--- config.mk ---
export PLATFORM = sky130hd
export DESIGN_NAME = sdram_req_arbiter
export DESIGN_NICKNAME = d
export VERILOG_FILES = /design/src/rtl/sdram_req_arbiter_pkg.sv /design/src/rtl/sdram_req_arbiter_refresh_timer.sv /design/src/rtl/sdram_req_arbiter.sv
export SDC_FILE = /design/constraint.sdc
export NUM_CORES = 1
export LEC_CHECK = 0
export ABC_AREA = 1
export CAP_MARGIN = 40
export CORE_MARGIN = 4
export CORE_UTILIZATION = 40
export CTS_BUF_LIST = sky130_fd_sc_hd__clkbuf_2
export DETAILED_ROUTE_END_ITERATION = 8
export GPL_TIMING_DRIVEN = 0
export PLACE_DENSITY = 0.78
export SLEW_MARGIN = 25
export SYNTH_ARGS = -nofsm -noshare
export SYNTH_HDL_FRONTEND = slang
export SYNTH_SLANG_ARGS = --single-unit
--- constraint.sdc ---
create_clock -name clk -period 1.4 [get_ports clk]
set_input_delay 0.21 -clock clk [delete_from_list [all_inputs] [get_ports clk]]
set_output_delay 0.21 -clock clk [all_outputs]
set_load 0.05 [all_outputs]
--- src/rtl/sdram_req_arbiter_pkg.sv ---
// Shared definitions for the SDRAM read-engine arbiter: FSM encoding,
// default timing constants and the command codes presented to the engine.
package sdram_req_arbiter_pkg;

    // Arbiter FSM states
    typedef enum logic [1:0] {
        ST_IDLE     = 2'd0,
        ST_RD_WAIT  = 2'd1,
        ST_REF_WAIT = 2'd2
    } arb_state_t;

    // Command chosen by the arbiter when it is idle
    typedef enum logic [1:0] {
        CMD_NONE    = 2'd0,
        CMD_READ    = 2'd1,
        CMD_REFRESH = 2'd2
    } eng_cmd_t;

    localparam int DEF_ADDR_W       = 13;
    localparam int DEF_DATA_W       = 64;
    localparam int DEF_REF_INTERVAL = 780;   // 7.8 us at 100 MHz
    localparam int DEF_TIMEOUT      = 64;

    // Watchdog width: enough to hold TIMEOUT-1, never narrower than 7 bits
    function automatic int wd_width(input int timeout);
        int w;
        w = $clog2(timeout);
        if (w < 7) begin
            w = 7;
        end
        return w;
    endfunction

endpackage

--- src/rtl/sdram_req_arbiter_refresh_timer.sv ---
// Free-running refresh interval counter. Raises ref_pending when the
// interval elapses; ref_ack clears it. Pending saturates at one request.
module sdram_refresh_timer
    import sdram_req_arbiter_pkg::*;
#(
    parameter int REF_INTERVAL = DEF_REF_INTERVAL
) (
    input  logic clk,
    input  logic rst,
    input  logic ref_ack,
    output logic ref_pending
);

    localparam int CNT_W = (REF_INTERVAL > 1) ? $clog2(REF_INTERVAL) : 1;
    localparam logic [CNT_W-1:0] RELOAD = CNT_W'(REF_INTERVAL - 1);

    logic [CNT_W-1:0] r_cnt;
    logic             r_pending;
    logic             w_expire;

    assign w_expire    = (r_cnt == '0);
    assign ref_pending = r_pending;

    // Down-count every cycle; a fresh expiry wins over an acknowledge in the same cycle
    always_ff @(posedge clk or negedge rst) begin
        if (!rst) begin
            r_cnt     <= RELOAD;
            r_pending <= 1'b0;
        end else begin
            if (w_expire) begin
                r_cnt     <= RELOAD;
                r_pending <= 1'b1;
            end else begin
                r_cnt <= r_cnt - 1'b1;
                if (ref_ack) begin
                    r_pending <= 1'b0;
                end
            end
        end
    end

endmodule

--- src/rtl/sdram_req_arbiter.sv ---
// Two-port round-robin arbiter in front of a single SDRAM read engine.
// One transaction outstanding at a time; periodic refresh takes priority
// at IDLE; every engine operation is guarded by a watchdog.
module sdram_req_arbiter
    import sdram_req_arbiter_pkg::*;
#(
    parameter int ADDR_W       = DEF_ADDR_W,
    parameter int DATA_W       = DEF_DATA_W,
    parameter int REF_INTERVAL = DEF_REF_INTERVAL,
    parameter int TIMEOUT      = DEF_TIMEOUT
) (
    input  logic              clk,
    input  logic              rst,
    input  logic              req0,
    input  logic [ADDR_W-1:0] addr0,
    output logic              rvalid0,
    input  logic              req1,
    input  logic [ADDR_W-1:0] addr1,
    output logic              rvalid1,
    output logic [DATA_W-1:0] rdata,
    output logic              rerr,
    output logic              mem_go,
    output logic [ADDR_W-1:0] mem_addr,
    input  logic              mem_valid,
    input  logic [DATA_W-1:0] mem_data,
    output logic              ref_go,
    input  logic              ref_done,
    output logic              busy,
    output logic              err_sticky
);

    localparam int WD_W = wd_width(TIMEOUT);
    localparam logic [WD_W-1:0] WD_LAST = WD_W'(TIMEOUT - 1);

    arb_state_t        r_state;
    logic              r_last_gnt;
    logic              r_gnt_id;
    logic [WD_W-1:0]   r_wd;
    logic              r_mem_go;
    logic [ADDR_W-1:0] r_mem_addr;
    logic              r_ref_go;
    logic              r_rvalid0;
    logic              r_rvalid1;
    logic [DATA_W-1:0] r_rdata;
    logic              r_rerr;
    logic              r_err_sticky;

    logic              w_ref_pending;
    logic              w_ref_ack;
    logic              w_sel;
    logic [ADDR_W-1:0] w_sel_addr;
    logic              w_wd_expired;
    eng_cmd_t          w_idle_cmd;

    sdram_refresh_timer #(
        .REF_INTERVAL(REF_INTERVAL)
    ) u_refresh_timer (
        .clk        (clk),
        .rst        (rst),
        .ref_ack    (w_ref_ack),
        .ref_pending(w_ref_pending)
    );

    // Refresh is taken whenever IDLE sees it pending
    assign w_ref_ack = (r_state == ST_IDLE) && w_ref_pending;

    // Single requester wins outright; on contention the port not served last wins
    assign w_sel      = (req0 && req1) ? ~r_last_gnt : req1;
    assign w_sel_addr = w_sel ? addr1 : addr0;

    assign w_wd_expired = (r_wd == WD_LAST);

    // Decide what IDLE launches next: refresh ahead of reads
    always_comb begin
        w_idle_cmd = CMD_NONE;
        if (w_ref_pending) begin
            w_idle_cmd = CMD_REFRESH;
        end else if (req0 || req1) begin
            w_idle_cmd = CMD_READ;
        end
    end

    // Arbiter FSM with watchdog; all outputs registered
    always_ff @(posedge clk or negedge rst) begin
        if (!rst) begin
            r_state      <= ST_IDLE;
            r_last_gnt   <= 1'b1;
            r_gnt_id     <= 1'b0;
            r_wd         <= '0;
            r_mem_go     <= 1'b0;
            r_mem_addr   <= '0;
            r_ref_go     <= 1'b0;
            r_rvalid0    <= 1'b0;
            r_rvalid1    <= 1'b0;
            r_rdata      <= '0;
            r_rerr       <= 1'b0;
            r_err_sticky <= 1'b0;
        end else begin
            r_mem_go  <= 1'b0;
            r_ref_go  <= 1'b0;
            r_rvalid0 <= 1'b0;
            r_rvalid1 <= 1'b0;
            r_rerr    <= 1'b0;
            case (r_state)
                ST_IDLE: begin
                    case (w_idle_cmd)
                        CMD_REFRESH: begin
                            r_state  <= ST_REF_WAIT;
                            r_ref_go <= 1'b1;
                            r_wd     <= '0;
                        end
                        CMD_READ: begin
                            r_state    <= ST_RD_WAIT;
                            r_mem_go   <= 1'b1;
                            r_mem_addr <= w_sel_addr;
                            r_gnt_id   <= w_sel;
                            r_last_gnt <= w_sel;
                            r_wd       <= '0;
                        end
                        default: begin
                        end
                    endcase
                end
                ST_RD_WAIT: begin
                    if (mem_valid) begin
                        r_rdata   <= mem_data;
                        r_rvalid0 <= ~r_gnt_id;
                        r_rvalid1 <= r_gnt_id;
                        r_state   <= ST_IDLE;
                    end else if (w_wd_expired) begin
                        r_rdata      <= '0;
                        r_rvalid0    <= ~r_gnt_id;
                        r_rvalid1    <= r_gnt_id;
                        r_rerr       <= 1'b1;
                        r_err_sticky <= 1'b1;
                        r_state      <= ST_IDLE;
                    end else begin
                        r_wd <= r_wd + 1'b1;
                    end
                end
                ST_REF_WAIT: begin
                    if (ref_done) begin
                        r_state <= ST_IDLE;
                    end else if (w_wd_expired) begin
                        r_err_sticky <= 1'b1;
                        r_state      <= ST_IDLE;
                    end else begin
                        r_wd <= r_wd + 1'b1;
                    end
                end
                default: begin
                    r_state <= ST_IDLE;
                end
            endcase
        end
    end

    assign busy       = (r_state != ST_IDLE);
    assign mem_go     = r_mem_go;
    assign mem_addr   = r_mem_addr;
    assign ref_go     = r_ref_go;
    assign rvalid0    = r_rvalid0;
    assign rvalid1    = r_rvalid1;
    assign rdata      = r_rdata;
    assign rerr       = r_rerr;
    assign err_sticky = r_err_sticky;

endmodule

==> key figures <==
CTS
  • H-tree depth: 3
  • TritonCTS clock tree: done
  • Clk slew on worst S/H paths: 300 ps
  • CTS Buf Count: 9
  • CTS max path bufs: 2
  • CTS sink count: 105
  • Clk root buf: clkbuf_2
  • Clock Latency Late Sink: 560 ps

Logic synthesis
  • Synthesized area: 4436 um2
  • Distinct cells, synth: 21
  • Avg Cell Area, Syn: 8.401 um2
  • Net count after synthesis: 630
  • Post-synth top area share: 55.85%
  • Flops & latches, synth: 105
  • Top cells by area, synth: dfrtp_1 56%, nand2_1 24%, dfstp_2 3.6%, nor2_1 3.2%, inv_1 2.5%
  • Sequential-to-total area share from yosys stat: 59.41%
  • Leading area contributor after synthesis: dfrtp_1
  • Cells after Synth: 528
  • Yosys warns: 0

Drt
  • Routed vias/inst: 4.741
  • Wire per inst: 15.90 um
  • Vias: 4575
  • DRT Pass-1 Iters: 5
  • Routed Antenna Nets: 0
  • 1st-iter DRT viols: 217
  • DRC: 0
  • Final WL: 15350 um

Floorplanning
  • Die width: 113.3 um
  • Die area: 12840 um2
  • Top Ports: 180
  • Starting Density: 40.92%
  • Number of core rows: 38
  • Die Ht: 113.3 um
  • Core Region: 10840 um2

Global routing
  • GR Layer Usage met1: 25.00%
  • Largest net degree at the start of global routing: 57
  • Initial antenna violation count: 1
  • M3 GR Usage: 5.508%
  • Grt met2 use: 37.12%
  • First-pass GRT wire length: 21650 um
  • GRT busiest layer: met2
  • GRT Total Usage: 20.86%
  • Number of global-route vias before repair: 4443
  • Overflow after GRT: 0

Layout
  • Leading cell type in the layout, fill and taps excluded: nand2_1
  • Layout fillers: 671
  • Layout Area Growth over Synthesis: 86.54%
  • Most frequent cells in the layout: 192 x nand2_1, 104 x buf_6, 98 x dfrtp_1
  • Layout cells sized above 1: 42.96%
  • Layout Nets: 921
  • Finished Cell Area: 8274 um2

Setup path
  • Worst Setup End Kind: flop
  • Reg2Reg Depth: 11
  • CP arrival: 2260 ps
  • FF-to-FF setup slack: -350 ps
  • Critical Path RT: 1910 ps
  • Crit Path Class: flop to flop
  • CP Max Fanout: 7
  • Worst setup SP type: flop

Power
  • Clk pwr share: 8.3%
  • VDD IR-drop max: 1.380 mV
  • Seq pwr share: 26.4%
  • Internal cell power: 10.30 mW
  • Total Power: 19.53 mW
  • P_sw: 9.231 mW
  • Pleak: 4.153 nW
  • Switching portion of total power: 47.27%
  • Logic pwr share: 65.3%
  • Pwr dens: 2360 nW/um2

Timing
  • Worst-Margin Slew: 532.6 ps
  • Final number of setup-violating endpoints: 110
  • Worst hold slack: 131.0 ps
  • Slew HR: 64.50%
  • RSZ-0062 raised after global routing: yes
  • Clock Skew: 51.21 ps
  • Post-Route Setup TNS: -23250 ps
  • Fmax: 570.4 MHz
  • Final Max Slew Viols: 0
  • Final hold violations: 0
  • Min Tclk post-route: 1753 ps
  • Setup ws final: -353.3 ps
  • Fin crit share: 125.2%

Worst hold path
  • Worst hold-check path type: input pin to asynchronous set/reset pin

Place
  • Placed cell area: 6454 um2
  • DP HPWL: 9217 um
  • GP Congestion: 0.8246
  • Place WS: -429.0 ps
  • Input/output buffers: 179

Run
  • Max-cap violations: 0

Run status
  • Failing checks: negative setup slack
  • Status: finished, violations left
-- per-layer routing --
layer  up-vias  part of all wire [%]
met5         -                     0
met4         0                   2.0
met3        31                   6.0
met2       167                    54
met1      2173                    38
li1       2204                     -
-- synth_stat cells, drive strengths merged --
cell type,instances
nand3,12
o21ai,9
ha,6
nand2,280
o21bai,3
nor3,1
a21oi,3
inv,32
dfstp,6
buf,10
nor2,39
or2,2
dfrtp,99
a31oi,14
clkbuf,8
xor2,4
-- cell families after synthesis --
| logic type | Yosys count | synth area share [%] |
|---|---|---|
| simple gates | 334 | 28.97 |
| compound gates | 29 | 3.921 |
| fa+ha+maj | 6 | 1.692 |
| flops | 105 | 59.41 |
| xor+xnor | 4 | 0.7898 |
| buf+inv | 50 | 5.219 |
-- flip-flops by register name, indices dropped and copies added (netlist names), 2 cells and up --
signal	count
mem_addr	13
r_state	2
r_wd	7
rdata	64
u_refresh_timer.r_cnt	10
-- path summary, 6_finish.rpt --
path,to,from
setup / recovery,r_wd[1],r_state[0]
hold / removal,rdata[22],rst
setup reg to reg,r_wd[1],r_state[0]
hold reg to reg,rvalid0,r_gnt_id
max in group asynchronous,u_refresh_timer.r_cnt[9],rst
min in group clk,rdata[26],mem_data[26]
-- power by group through the flow --
stage	clock [mW]	combinational, mW	sequential, mW
CTS	1.62	10.7	5.03
floorplan	0	1.87	8.68
global route	1.77	13.3	5.27
finish	1.61	12.8	5.16
global placement	0	8.82	4.85
detailed placement	0	8.96	4.90
-- final cells by class --
class	instances	area, um2	area share [%]
Antenna cell	1	2.502	0.03024
Tap cell	140	175.2	2.117
Sequential cell	105	2636	31.86
Timing Repair Buffer	282	2882	34.83
Multi-Input combinational cell	373	2098	25.36
Inverter	32	128.9	1.558
Buffer	16	216.5	2.616
Clock buffer	11	55.05	0.6654
Clock inverter	5	80.08	0.9678
-- worst max-delay path, stage by stage, from the launching register on --
cell and delay [ps]:
dfrtp_1 480, buf_4 150, buf_6 100, buf_4 140, ha_4 180, nand2_4 90
nand2_2 60, inv_2 80, nand3_4 90, nor2_4 210, nand2_1 70, nand2_1 70
-- what timing repair did --
action                                  4_1_cts  5_1_grt
resized for setup                           680      140
cloned                                        8        1
buffers inserted                             41       59
hold buffers                                  1        0
endpoints found under the setup margin      182      185
pin swaps                                    25       50
endpoints found under the hold margin        83        0
-- per-stage QoR --
stage / utilization (%) / std cells
6_report: 76.33 / 965
5_1_grt: 76.30 / 964
4_1_cts: 68.87 / 911
3_5_place_dp: 59.53 / 848
3_3_place_gp: 59.27 / 847
2_1_floorplan: - / 528
(Power assumes the default switching activity.)
==> edit, RTL diff (config.mk and constraints unchanged) <==
Encoding of `arb_state_t`: now one-hot (3 bits for 3 states).
--- a/src/rtl/sdram_req_arbiter_pkg.sv
+++ b/src/rtl/sdram_req_arbiter_pkg.sv
@@ -4,8 +4,8 @@
 
     // Arbiter FSM states
-    typedef enum logic [1:0] {
-        ST_IDLE     = 2'd0,
-        ST_RD_WAIT  = 2'd1,
-        ST_REF_WAIT = 2'd2
+    typedef enum logic [2:0] {
+        ST_IDLE     = 3'b001,
+        ST_RD_WAIT  = 3'b010,
+        ST_REF_WAIT = 3'b100
     } arb_state_t;
 
Function: same outputs for any inputs over 4 cycles, from zero or initial values and one cycle with rst low; so few cycles prove little.
==> edit against the original RTL <==
- area after synthesis is 4.7% higher
- combinational power is 6% lower
- sequential cell count is 1 higher
- design area hardly changed
- wire length is 1.1% higher
- largest cell class unchanged
- highest routed layer unchanged
- worst setup slack better by 89 ps
- total power is 5.8% lower
- fmax is 5.3% higher
- the flow still finishes with violations (setup timing)
==> edit: results (changes against the original RTL) <==
| Metric | Value |
|---|---|
| Status | `finished, violations left (unchanged)` |
| Violated checks | `setup timing (unchanged)` |
| GPL Wtd Cong | `0.864 (was 0.825)` |
| Seq/Total Area, Yosys | `57.3% (was 59.4%)` |
| Crit path DAT | `1450 ps (was 2260 ps)` |
| Cts bufs inserted | `9 (unchanged)` |
| Vias in the first global route | `4804 (was 4443)` |
| Top post-synthesis cells by area | `dfrtp_1 (53%), nand2_1 (14%), nand3_1 (9.6%), dfstp_2 (4.0%), nand2_2 (3.9%) (was dfrtp_1 (56%), nand2_1 (24%), dfstp_2 (3.6%), nor2_1 (3.2%), inv_1 (2.5%))` |
| Vias per cell | `4.93 (was 4.74)` |
| H-tree depth | `3 (unchanged)` |
| 1st-pass router iterations | `4 (was 5)` |
| Max FFs per register | `64 (unchanged)` |
| Setup Skew | `47.8 ps (was 51.2 ps)` |
| Peak VDD IR | `1.60 mV (was 1.38 mV)` |
| Worst-path fanout max | `2 (was 7)` |
| Clk pin slew, worst setup/hold paths | `290 ps` |
| Worst-margin pin slew | `531 ps (was 533 ps)` |
| Iter 0 DRT Violations | `268 (was 217)` |
| Share of cells above drive strength 1 | `40.2% (was 43.0%)` |
| Tightest Hold Check Type | `input port to asynchronous set/reset pin (unchanged)` |
| Setup ws final | `-265 ps (was -353 ps)` |
| PortBufs | `179 (unchanged)` |
| Nets@finish | `912 (was 921)` |
| Finish-stage setup viols | `162 (was 110)` |
| Met3 WL | `812 µm (was 926 µm)` |
| All-Layer GR Usage | `22.2% (was 20.9%)` |
| Synth warnings | `0 (unchanged)` |
| Overall routed net length | `15500 µm (was 15300 µm)` |
| Async SR Flop Fraction | `100% (unchanged)` |
| Met1 WL | `6160 µm (was 5890 µm)` |
| Initial antenna violation count | `0 (was 1)` |
| CTS max path bufs | `2 (unchanged)` |
| Root Driver | `clkbuf_2 (unchanged)` |
| Pin count of the biggest net entering global routing | `65 (was 57)` |
| HPWL Detailed | `9750 µm (was 9220 µm)` |
| Synth cell types | `31 (was 21)` |
| DR top layer | `met4 (unchanged)` |
| Top cells by count, synth | `nand2_1 (170), dfrtp_1 (99), nand3_1 (89) (was nand2_1 (279), dfrtp_1 (99), nor2_1 (38))` |
| Ant. Diodes | `0 (was 1)` |
| WL met2 | `8190 µm (was 8230 µm)` |
| Fillcell total | `788 (was 671)` |
| Post-Syn Nets | `621 (was 630)` |
| Global-route wire length before repair | `23300 µm (was 21700 µm)` |
| Leakage | `4.07 nW (was 4.15 nW)` |
| Commonest register cell after synthesis | `dfrtp_1 (unchanged)` |
| Setup_tns | `-17230 ps (was -23250 ps)` |
| Clock Latency Late Sink | `600 ps (was 560 ps)` |
edit: path summary, 6_finish.rpt:
path / from / end / slack, ps / depth (start not counted)
max: r_state[0] / busy / -260 / 2
min in group clk: mem_data[23] / rdata[23] / 110 / 3
max in group asynchronous: rst / u_refresh_timer.r_cnt[8] / 600 / 3
min reg2reg: r_gnt_id / rvalid0 / 440 / 1
max reg2reg: r_wd[0] / rdata[54] / -250 / 10
min: rst / rdata[49] / 40 / 2
edit: worst max-delay path: stages, from the launching register on:
cell,delay (ps)
dfstp_2,630
nand3_4,90
buf_8,160
edit: logic make-up (layout without fill, tap and decap cells):
group | count (synthesis) | after routing | synth area share (%)
adder cells (fa/ha/maj) | 2 | 2 | 0.539
flip-flops | 106 | 106 | 57.3
AND/OR/NAND/NOR | 327 | 327 | 31.2
AO/OA/AOI/OAI | 25 | 25 | 3.53
buffers and inverters | 54 | 350 | 5.76
XOR/XNOR | 9 | 9 | 1.70
edit: what timing repair did:
action                                  CTS  global route
endpoints found under the hold margin    99             0
gates resized for setup                 673            21
pin swaps                                 4             3
endpoints found under the setup margin  184           184
setup buffers                            59            28
cloned                                   11             1
hold buffers                              1             0
edit: cell type report:
cell class / instances / area [µm²] / share of cell area, %
timing repair buffer: 280 / 2970 / 35.9
sequential: 106 / 2660 / 32.2
multi-input combinational: 363 / 1960 / 23.7
buffer: 27 / 299 / 3.62
tap: 143 / 179 / 2.16
inverter: 27 / 106 / 1.29
clock buffer: 11 / 55.1 / 0.666
clock inverter: 5 / 37.5 / 0.454
edit: metrics by stage:
step / hold WS (ps) / worst slack [ps] / util (%) / cell area [µm²] / std cells
6_report: 38.0 / -265 / 72.8 / 8270 / 962
5_1_grt: 31.0 / -326 / 72.8 / 8270 / 962
4_1_cts: 34.9 / -271 / 70.2 / 7980 / 933
3_5_place_dp: 161 / -584 / 59.4 / 6750 / 846
3_3_place_gp: 410 / -3860 / 59.2 / 6730 / 845
2_1_floorplan: -85.6 / -96.6 / - / 4750 / 523
edit: routing by layer:
layer / global-route usage (%) / vias up
met4: 8.04 / 0
met3: 3.45 / 29
li1: - / 2247
met1: 26.4 / 2315
met2: 40.5 / 147
met5: 0 / -
edit: power breakdown:
group	leakage [nW]	total, mW	internal (mW)	switching, mW
combinational	2.70	12.0	5.33	6.72
sequential	1.31	5.05	4.19	0.863
clock	0.0590	1.30	0.258	1.04
